[src/rtl/dff_pipe_if.sv]
// dff_pipe_if: control, data and status bundle for dff_pipe
interface dff_pipe_if #(
  parameter int WIDTH = 8,
  parameter int DEPTH = 4
);
  localparam int FW = $clog2(DEPTH + 1);
  logic CE, SSET, VI, VO;
  logic [WIDTH-1:0] D, Q;
  logic [FW-1:0] FILL;
  modport master (output CE, SSET, VI, D, input Q, VO, FILL);
  modport slave (input CE, SSET, VI, D, output Q, VO, FILL);
endinterface

[src/rtl/dff_pipe_stage.sv]
// dff_pipe_stage: one data+valid register with CLEAR > SSET > CE priority
module dff_pipe_stage #(
  parameter int WIDTH = 8,
  parameter logic [WIDTH-1:0] INIT = '1,
  parameter logic [WIDTH-1:0] SYNC_VAL = '1
) (
  input  logic CLK,
  input  logic CLEAR,
  input  logic CE,
  input  logic SSET,
  input  logic VI,
  input  logic [WIDTH-1:0] D,
  output logic [WIDTH-1:0] Q,
  output logic VO
);
  logic [WIDTH:0] r_d;
  logic [WIDTH:0] r_q = {1'b0, INIT};
  always_comb r_d = SSET ? {1'b0, SYNC_VAL} : CE ? {VI, D} : r_q;
  always_ff @(posedge CLK or posedge CLEAR)
    if (CLEAR) r_q <= {1'b0, INIT};
    else r_q <= r_d;
  assign {VO, Q} = r_q;
endmodule

[src/rtl/dff_pipe.sv]
// dff_pipe: DEPTH-stage registered data/valid pipe with an occupancy counter
module dff_pipe #(
  parameter int WIDTH = 8,
  parameter int DEPTH = 4,
  parameter logic [WIDTH-1:0] INIT = '1,
  parameter logic [WIDTH-1:0] SYNC_VAL = '1
) (
  input logic CLK,
  input logic CLEAR,
  dff_pipe_if.slave bus
);
  localparam int FW = $clog2(DEPTH + 1);
  logic [WIDTH-1:0] d_s [DEPTH+1];
  logic [DEPTH:0] v_s;
  logic [FW-1:0] fill_d;
  logic [FW-1:0] fill_q = '0;
  assign d_s[0] = bus.D;
  assign v_s[0] = bus.VI;
  for (genvar i = 0; i < DEPTH; i++) begin : g_stage
    dff_pipe_stage #(.WIDTH(WIDTH), .INIT(INIT), .SYNC_VAL(SYNC_VAL)) u_stage (
      .CLK(CLK),
      .CLEAR(CLEAR),
      .CE(bus.CE),
      .SSET(bus.SSET),
      .VI(v_s[i]),
      .D(d_s[i]),
      .Q(d_s[i+1]),
      .VO(v_s[i+1])
    );
  end
  // occupancy tracks entries in minus entries dropped off the end
  always_comb fill_d = bus.SSET ? '0 : bus.CE ? fill_q + FW'(bus.VI) - FW'(v_s[DEPTH]) : fill_q;
  always_ff @(posedge CLK or posedge CLEAR)
    if (CLEAR) fill_q <= '0;
    else fill_q <= fill_d;
  assign bus.Q = d_s[DEPTH];
  assign bus.VO = v_s[DEPTH];
  assign bus.FILL = fill_q;
endmodule

[src/flat_wrapper.sv]
// flat-port wrapper written by rule: the top's interface ports become plain ports
module dff_pipe_flat 
#(
  parameter int WIDTH = 8,
  parameter int DEPTH = 4,
  parameter logic [WIDTH-1:0] INIT = '1,
  parameter logic [WIDTH-1:0] SYNC_VAL = '1
)
  (CLK, CLEAR, bus_CE, bus_SSET, bus_VI, bus_D, bus_Q, bus_VO, bus_FILL);
  dff_pipe_if #(.WIDTH(WIDTH), .DEPTH(DEPTH)) bus_i ();
  input logic CLK;
  input logic CLEAR;
  input wire logic [$bits(bus_i.CE)-1:0] bus_CE;
  input wire logic [$bits(bus_i.SSET)-1:0] bus_SSET;
  input wire logic [$bits(bus_i.VI)-1:0] bus_VI;
  input wire logic [$bits(bus_i.D)-1:0] bus_D;
  output wire logic [$bits(bus_i.Q)-1:0] bus_Q;
  output wire logic [$bits(bus_i.VO)-1:0] bus_VO;
  output wire logic [$bits(bus_i.FILL)-1:0] bus_FILL;
  assign bus_i.CE = bus_CE;
  assign bus_i.SSET = bus_SSET;
  assign bus_i.VI = bus_VI;
  assign bus_i.D = bus_D;
  assign bus_Q = bus_i.Q;
  assign bus_VO = bus_i.VO;
  assign bus_FILL = bus_i.FILL;
  dff_pipe #(.WIDTH(WIDTH), .DEPTH(DEPTH), .INIT(INIT), .SYNC_VAL(SYNC_VAL)) u_core (.CLK(CLK), .CLEAR(CLEAR), .bus(bus_i));
endmodule
[config.mk]
export PLATFORM = sky130hd
export DESIGN_NAME = dff_pipe_flat
export DESIGN_NICKNAME = d
export VERILOG_FILES = /design/src/rtl/dff_pipe_if.sv /design/src/rtl/dff_pipe_stage.sv /design/src/rtl/dff_pipe.sv /design/src/flat_wrapper.sv
export SDC_FILE = /design/constraint.sdc
export NUM_CORES = 1
export LEC_CHECK = 0
export CAP_MARGIN = 0
export CELL_PAD_IN_SITES_DETAIL_PLACEMENT = 0
export CELL_PAD_IN_SITES_GLOBAL_PLACEMENT = 1
export CORE_MARGIN = 4
export CORE_UTILIZATION = 43
export CTS_CLUSTER_DIAMETER = 200
export DETAILED_ROUTE_END_ITERATION = 7
export PLACE_DENSITY_LB_ADDON = 0.15
export SETUP_SLACK_MARGIN = 0.3
export SYNTH_ARGS = -nofsm -noshare
export SYNTH_HDL_FRONTEND = slang
export SYNTH_SLANG_ARGS = --single-unit
[constraint.sdc]
create_clock -name CLK -period 2.03 [get_ports CLK]
set_input_delay 0.5075 -clock CLK [delete_from_list [all_inputs] [get_ports CLK]]
set_output_delay 0.5075 -clock CLK [all_outputs]
set_load 0.05 [all_outputs]
==> results of run 1 <==
==> flip-flops by register name (all words and copies together), names as in the netlist <==
register	cells
u_core.g_stage.u_stage.r_q	36
u_core.bus.FILL	3
==> metal layers <==
metal  routed length (um)  vias up
met3                  161        4
met4                   34        0
met2                 1380       20
met1                 1370      524
li1                     -      527
met5                    0        -
==> worst max-delay path: stages, from the launching register on <==
cell and delay (ns):
dfrtp_2 0.41, inv_2 0.07, ha_4 0.19, inv_4 0.05, ha_4 0.11, inv_2 0.03, fa_2 0.35, xor2_2 0.17
a21oi_2 0.07, a31o_1 0.19
==> cells by family (layout without fill, tap and decap cells) <==
kind of cell,count (synthesis),count (layout),share of synthesized area
AND/OR/NAND/NOR,40,40,0.128
flip-flops,39,39,0.554
AO/OA/AOI/OAI,35,35,0.167
buffers and inverters,24,40,0.0948
multiplexers,5,5,0.0273
adder cells (fa/ha/maj),3,3,0.0246
XOR/XNOR,1,1,0.00478
==> where the power goes <==
group	internal (W)	switching [W]	leakage, nW	total, W
combinational	0.000119	0.000153	0.406	0.000272
sequential	0.000856	0.0000265	0.429	0.000883
clock	0.000266	0.000243	0.0470	0.000509
total	0.00124	0.000423	0.883	0.00166
==> cells in the mapped netlist <==
| cell | number | area [um^2] |
|---|---|---|
| buf_8 | 1 | 15.0 |
| a21oi_1 | 1 | 5.00 |
| xor2_1 | 1 | 8.76 |
| dfstp_2 | 32 | 841 |
| buf_4 | 8 | 60.1 |
| inv_1 | 4 | 15.0 |
| clkbuf_1 | 2 | 7.51 |
| a211o_1 | 32 | 280 |
| nor2b_1 | 31 | 194 |
| and2b_1 | 1 | 7.51 |
| buf_2 | 4 | 20.0 |
| buf_6 | 5 | 56.3 |
| nand2b_1 | 1 | 6.26 |
| a211oi_2 | 1 | 12.5 |
| nor2_1 | 7 | 26.3 |
| ha_1 | 2 | 25.0 |
| mux2i_1 | 5 | 50.1 |
| fa_1 | 1 | 20.0 |
| dfrtp_1 | 7 | 175 |
| a31o_1 | 1 | 8.76 |
==> repair_timing <==
| action | CTS | global route |
|---|---|---|
| pin swaps | 3 | 2 |
| buffers inserted | 2 | 0 |
| gates resized for setup | 6 | 3 |
| setup endpoints to repair | 1 | 1 |
==> stage by stage <==
stage	cell area, um^2	setup slack, ns	hold slack (ns)	TNS [ns]
2_1_floorplan	1840	0.124	0.486	0
3_3_place_gp	2000	-0.0258	0.509	-0.0258
3_5_place_dp	2000	-0.108	0.518	-0.108
4_1_cts	2120	0.210	0.534	0
5_1_grt	2140	0.215	0.585	0
6_report	2140	0.286	0.523	0
==> path summary, 6_finish.rpt <==
check,slack [ns],to,cells past startpoint
max reg2reg,0.29,u_core.bus.FILL[2],9
min,0.52,u_core.g_stage[1].u_stage.r_q[8],2
max,0.29,u_core.bus.FILL[2],9
min in group asynchronous,0.64,u_core.bus.FILL[1],3
min reg2reg,0.52,u_core.g_stage[1].u_stage.r_q[8],2
max in group asynchronous,1.04,u_core.bus.FILL[0],3
==> layout make-up <==
cell class | count | share of cell area
clock buffer | 6 | 0.0387
clock inverter | 1 | 0.00234
multi-input combinational | 84 | 0.320
inverter | 4 | 0.00820
tap | 50 | 0.0293
timing repair buffer | 29 | 0.125
sequential | 39 | 0.477
==> reports/summary.txt, run 1 <==
Final Util -> 0.526
Yosys cell types -> 20
largest net degree at the start of global routing -> 56
Avg Cell Area, Syn -> 12.5 um^2
antenna fix cells -> 0
layout cells sized above 1 -> 0.417
fmax -> 0.573 GHz
CP Launch Point -> u_core.bus.FILL[0]
GR peak layer -> met2
Die X -> 73.3 um
most frequent cells in the layout -> a211o_1 (32), dfstp_2 (32), nor2b_1 (31), buf_4 (15), clkdlybuf4s50_1 (10)
syn_nets -> 163
Seq/Total Area, Yosys -> 0.554
routed vias -> 1075
Starting Density -> 0.452
number of port buffers -> 24
reg2reg start -> u_core.bus.FILL[0]
GR Layer Usage met2 -> 0.173
FP Rows -> 23
total power -> 0.00166 W
initial antenna violation count -> 0
H-tree levels -> 2
CP Max Fanout -> 2
Crit path arrival time -> 1.92 ns
outcome -> completed
Max-slew headroom -> 0.686
Sequential cell area -> 1020 um^2
GRT Util Overall -> 0.119
final hold viol count -> 0
Slew Limit Fails -> 0
Hold WC Path Type -> reg -> reg
CTS Hold Bufs -> 0
Layout Cells excl Fill -> 213
Req. time, crit path -> 2.20 ns
number of global-route vias before repair -> 1029
DRT Wirelength -> 2940 um
Hold Startpoint -> u_core.g_stage[1].u_stage.r_q[8]
die height -> 73.3 um
fin crit share -> 0.859
slew at the pin closest to its max-slew limit -> 0.471 ns
final setup vio count -> 0
met3 layer usage reported by global route -> 0.0369
RSZ-0062 raised after global routing -> yes
PwrDens -> 779 nW/um^2
CTS max path bufs -> 2
Mapped Cells -> 147
Period minus WS final -> 1.74 ns
worst vdd ir -> 414 uV
Area Overhead vs Synth -> 16.4%
M1 GR Usage -> 0.158
I/O pins -> 25
max cap viols -> 0
Post-DP HPWL -> 1830 um
gr ovfl total -> 0
first-pass GRT wire length -> 4820 um
drt drc -> 0
die area -> 5370 um^2
kind of critical path -> reg -> reg
CTS sink cnt -> 39
multi-input logic area -> 683 um^2
Nets -> 179
Via density -> 5.05
YS warnings -> 0
core area -> 4060 um^2
CTS tree -> done
CP Launch Type -> register
Final Skew -> 0.00547 ns
TritonCTS Buffers -> 5
clk slew on worst S/H paths -> 0.06 ns
P_leak -> 0.883 nW
Placed Cells -> 204
DR WL/cell -> 13.8 um
DR iter-0 viols -> 58
Yosys reg bits -> 39
fill count -> 359
CTS root buf -> clkbuf_8
Final Wtd Congestion -> 0.667
Antenna Nets Post-Route -> 0
worst skew pair latency -> 0.28 ns
Post-Syn Area -> 1830 um^2
Initial DRT Pass Iterations -> 4
Crit. End Element -> register
Power figures use the tool's default switching activity.
==> run 2, diff against run 1 <==
CORE_UTILIZATION = 40   (was 43)
CTS_CLUSTER_SIZE = 20   (was unset)
==> run 2 against run 1 <==
Net effect: sequential power hardly changed; wire length is 0.27% higher; total power is 0.98% lower; first-iteration DRC count is 24% lower; via count is 1.0% higher; design area is 0.82% higher; clock skew is 0.00098 ns higher; sequential share of layout area is 0.39 points lower; fmax is 0.61% higher; largest power group unchanged.
==> reports/summary.txt, run 2 (same netlist as run 1, synthesis figures left out) <==
outcome -> completed (unchanged)
worst vdd ir -> 393 uV (was 414 uV)
layout cells sized above 1 -> 0.410 (was 0.417)
Slew Limit Fails -> 0 (unchanged)
die area -> 5730 um^2 (was 5370 um^2)
RSZ-0062 raised after global routing -> yes (unchanged)
Antenna Nets Post-Route -> 0 (unchanged)
gr ovfl total -> 0 (unchanged)
Hold Path Stages -> 2 (unchanged)
Hold WS -> 0.530 ns (was 0.523 ns)
CTS max path bufs -> 2 (unchanged)
CTS sink cnt -> 39 (unchanged)
final hold viol count -> 0 (unchanged)
fill count -> 407 (was 359)
CP Max Fanout -> 2 (unchanged)
GRT Util Overall -> 0.122 (was 0.119)
antenna fix cells -> 0 (unchanged)
FP Rows -> 24 (was 23)
PwrDens -> 765 nW/um^2 (was 779 nW/um^2)
number of global-route vias before repair -> 1083 (was 1029)
clock share of power -> 0.298 (was 0.306)
number of port buffers -> 24 (unchanged)
DRT Wirelength -> 2950 um (was 2940 um)
CTS tree -> done (unchanged)
fmax -> 0.577 GHz (was 0.573 GHz)
R2R depth -> 8 (was 9)
Post-DP HPWL -> 1830 um (about the same)
TritonCTS Buffers -> 5 (unchanged)
total power -> 0.00165 W (was 0.00166 W)
Period minus WS final -> 1.73 ns (was 1.74 ns)
CTS Hold Bufs -> 0 (unchanged)
largest reg by FF count -> u_core.g_stage.u_stage.r_q (unchanged)
fin crit share -> 0.854 (was 0.859)
CTS root buf -> clkbuf_8 (unchanged)
drt drc -> 0 (unchanged)
P_leak -> 0.893 nW (was 0.883 nW)
Starting Density -> 0.418 (was 0.452)
CP Launch Type -> register (unchanged)
largest net degree at the start of global routing -> 40 (was 56)
Crit. End Element -> register (unchanged)
most frequent cells in the layout -> a211o_1 (32), dfstp_2 (32), nor2b_1 (31), buf_4 (16), clkdlybuf4s50_1 (10) (was a211o_1 (32), dfstp_2 (32), nor2b_1 (31), buf_4 (15), clkdlybuf4s50_1 (10))
clk slew on worst S/H paths -> 0.07 ns (was 0.06 ns)
Crit path arrival time -> 1.91 ns (was 1.92 ns)
kind of critical path -> reg -> reg (unchanged)
Sequential cell area -> 1020 um^2 (unchanged)
first-pass GRT wire length -> 5240 um (was 4820 um)
Initial DRT Pass Iterations -> 4 (unchanged)
Die X -> 75.7 um (was 73.3 um)
max cap viols -> 0 (unchanged)
Internal -> 0.00122 W (was 0.00124 W)
core area -> 4380 um^2 (was 4060 um^2)
Net Sw Frac -> 0.260 (was 0.254)
Hold WC Path Type -> reg -> reg (unchanged)
DR WL/cell -> 13.5 um (was 13.8 um)
multi-input logic area -> 679 um^2 (was 683 um^2)
Final Skew -> 0.00645 ns (was 0.00547 ns)
Final Util -> 0.491 (was 0.526)
routed vias -> 1086 (was 1075)
Final Wtd Congestion -> 0.629 (was 0.667)
worst skew pair latency -> 0.28 ns (about the same)
Max-slew headroom -> 0.644 (was 0.686)
max reg flops -> 36 (unchanged)
fin worst setup slack -> 0.297 ns (was 0.286 ns)
H-tree levels -> 2 (unchanged)
Req. time, crit path -> 2.21 ns (was 2.20 ns)
Nets -> 181 (was 179)
Area Overhead vs Synth -> 17.4% (was 16.4%)
sequential share of power -> 0.536 (was 0.531)
part of the power in combinational logic -> 0.166 (was 0.163)
die height -> 75.7 um (was 73.3 um)
Via density -> 4.98 (was 5.05)
slew at the pin closest to its max-slew limit -> 0.534 ns (was 0.471 ns)
final setup vio count -> 0 (unchanged)
I/O pins -> 25 (unchanged)
DR iter-0 viols -> 44 (was 58)
Net Switching -> 0.000429 W (was 0.000423 W)
Setup Slack @ Placement -> -0.0710 ns (was -0.108 ns)
initial antenna violation count -> 0 (unchanged)
[run 2: worst max-delay path: stages (launching register included)]
cell and delay [ns]:
dfrtp_2 0.43, ha_4 0.24, inv_2 0.06, ha_4 0.11, inv_2 0.03, fa_2 0.34, xor2_2 0.16, a21oi_1 0.09
a31o_1 0.18
[run 2: power groups by stage]
stage               logic [W]  registers [W]  clock network [W]
floorplan            0.000193       0.000906                  0
global placement     0.000263       0.000893                  0
detailed placement   0.000267       0.000895                  0
CTS                  0.000277       0.000882           0.000522
global route         0.000300       0.000890           0.000551
finish               0.000274       0.000883           0.000491
[run 2: layer usage]
metal	wire [um]	GRT usage	vias to the layer above	share of wire
li1	-	-	535	-
met1	1500	0.162	519	0.51
met2	1220	0.181	28	0.41
met3	187	0.0449	4	0.063
met4	42	0.0466	0	0.014
met5	0	0	-	0
[run 2: final timing paths]
| kind | slack, ns | end | start |
|---|---|---|---|
| setup reg to reg | 0.30 | u_core.bus.FILL[2] | u_core.g_stage[3].u_stage.r_q[8] |
| setup / recovery | 0.30 | u_core.bus.FILL[2] | u_core.g_stage[3].u_stage.r_q[8] |
| max in group asynchronous | 1.19 | u_core.g_stage[0].u_stage.r_q[2] | CLEAR |
| min in group asynchronous | 0.58 | u_core.bus.FILL[0] | CLEAR |
| hold reg to reg | 0.53 | u_core.g_stage[2].u_stage.r_q[8] | u_core.g_stage[1].u_stage.r_q[8] |
| hold / removal | 0.53 | u_core.g_stage[2].u_stage.r_q[8] | u_core.g_stage[1].u_stage.r_q[8] |
[run 2: layout make-up]
type                            instances  share of cell area
Clock inverter                          1             0.00232
Inverter                                4             0.00697
Tap cell                               52              0.0302
Sequential cell                        39               0.473
Clock buffer                            7              0.0354
Timing Repair Buffer                   31               0.137
Multi-Input combinational cell         84               0.316
[run 2: stage by stage]
stage,setup TNS [ns],instances,area (um^2)
4_1_cts,0,218,2150
2_1_floorplan,0,147,1840
6_report,0,218,2150
5_1_grt,0,218,2150
3_5_place_dp,-0.0710,208,2030
3_3_place_gp,-0.0224,208,2030
[run 2: repair_timing]
action                                  CTS  global route
endpoints found under the hold margin     0             0
resized for setup                         6             1
endpoints found under the setup margin    1             1
buffers inserted                          2             0
pin swaps                                 3             2
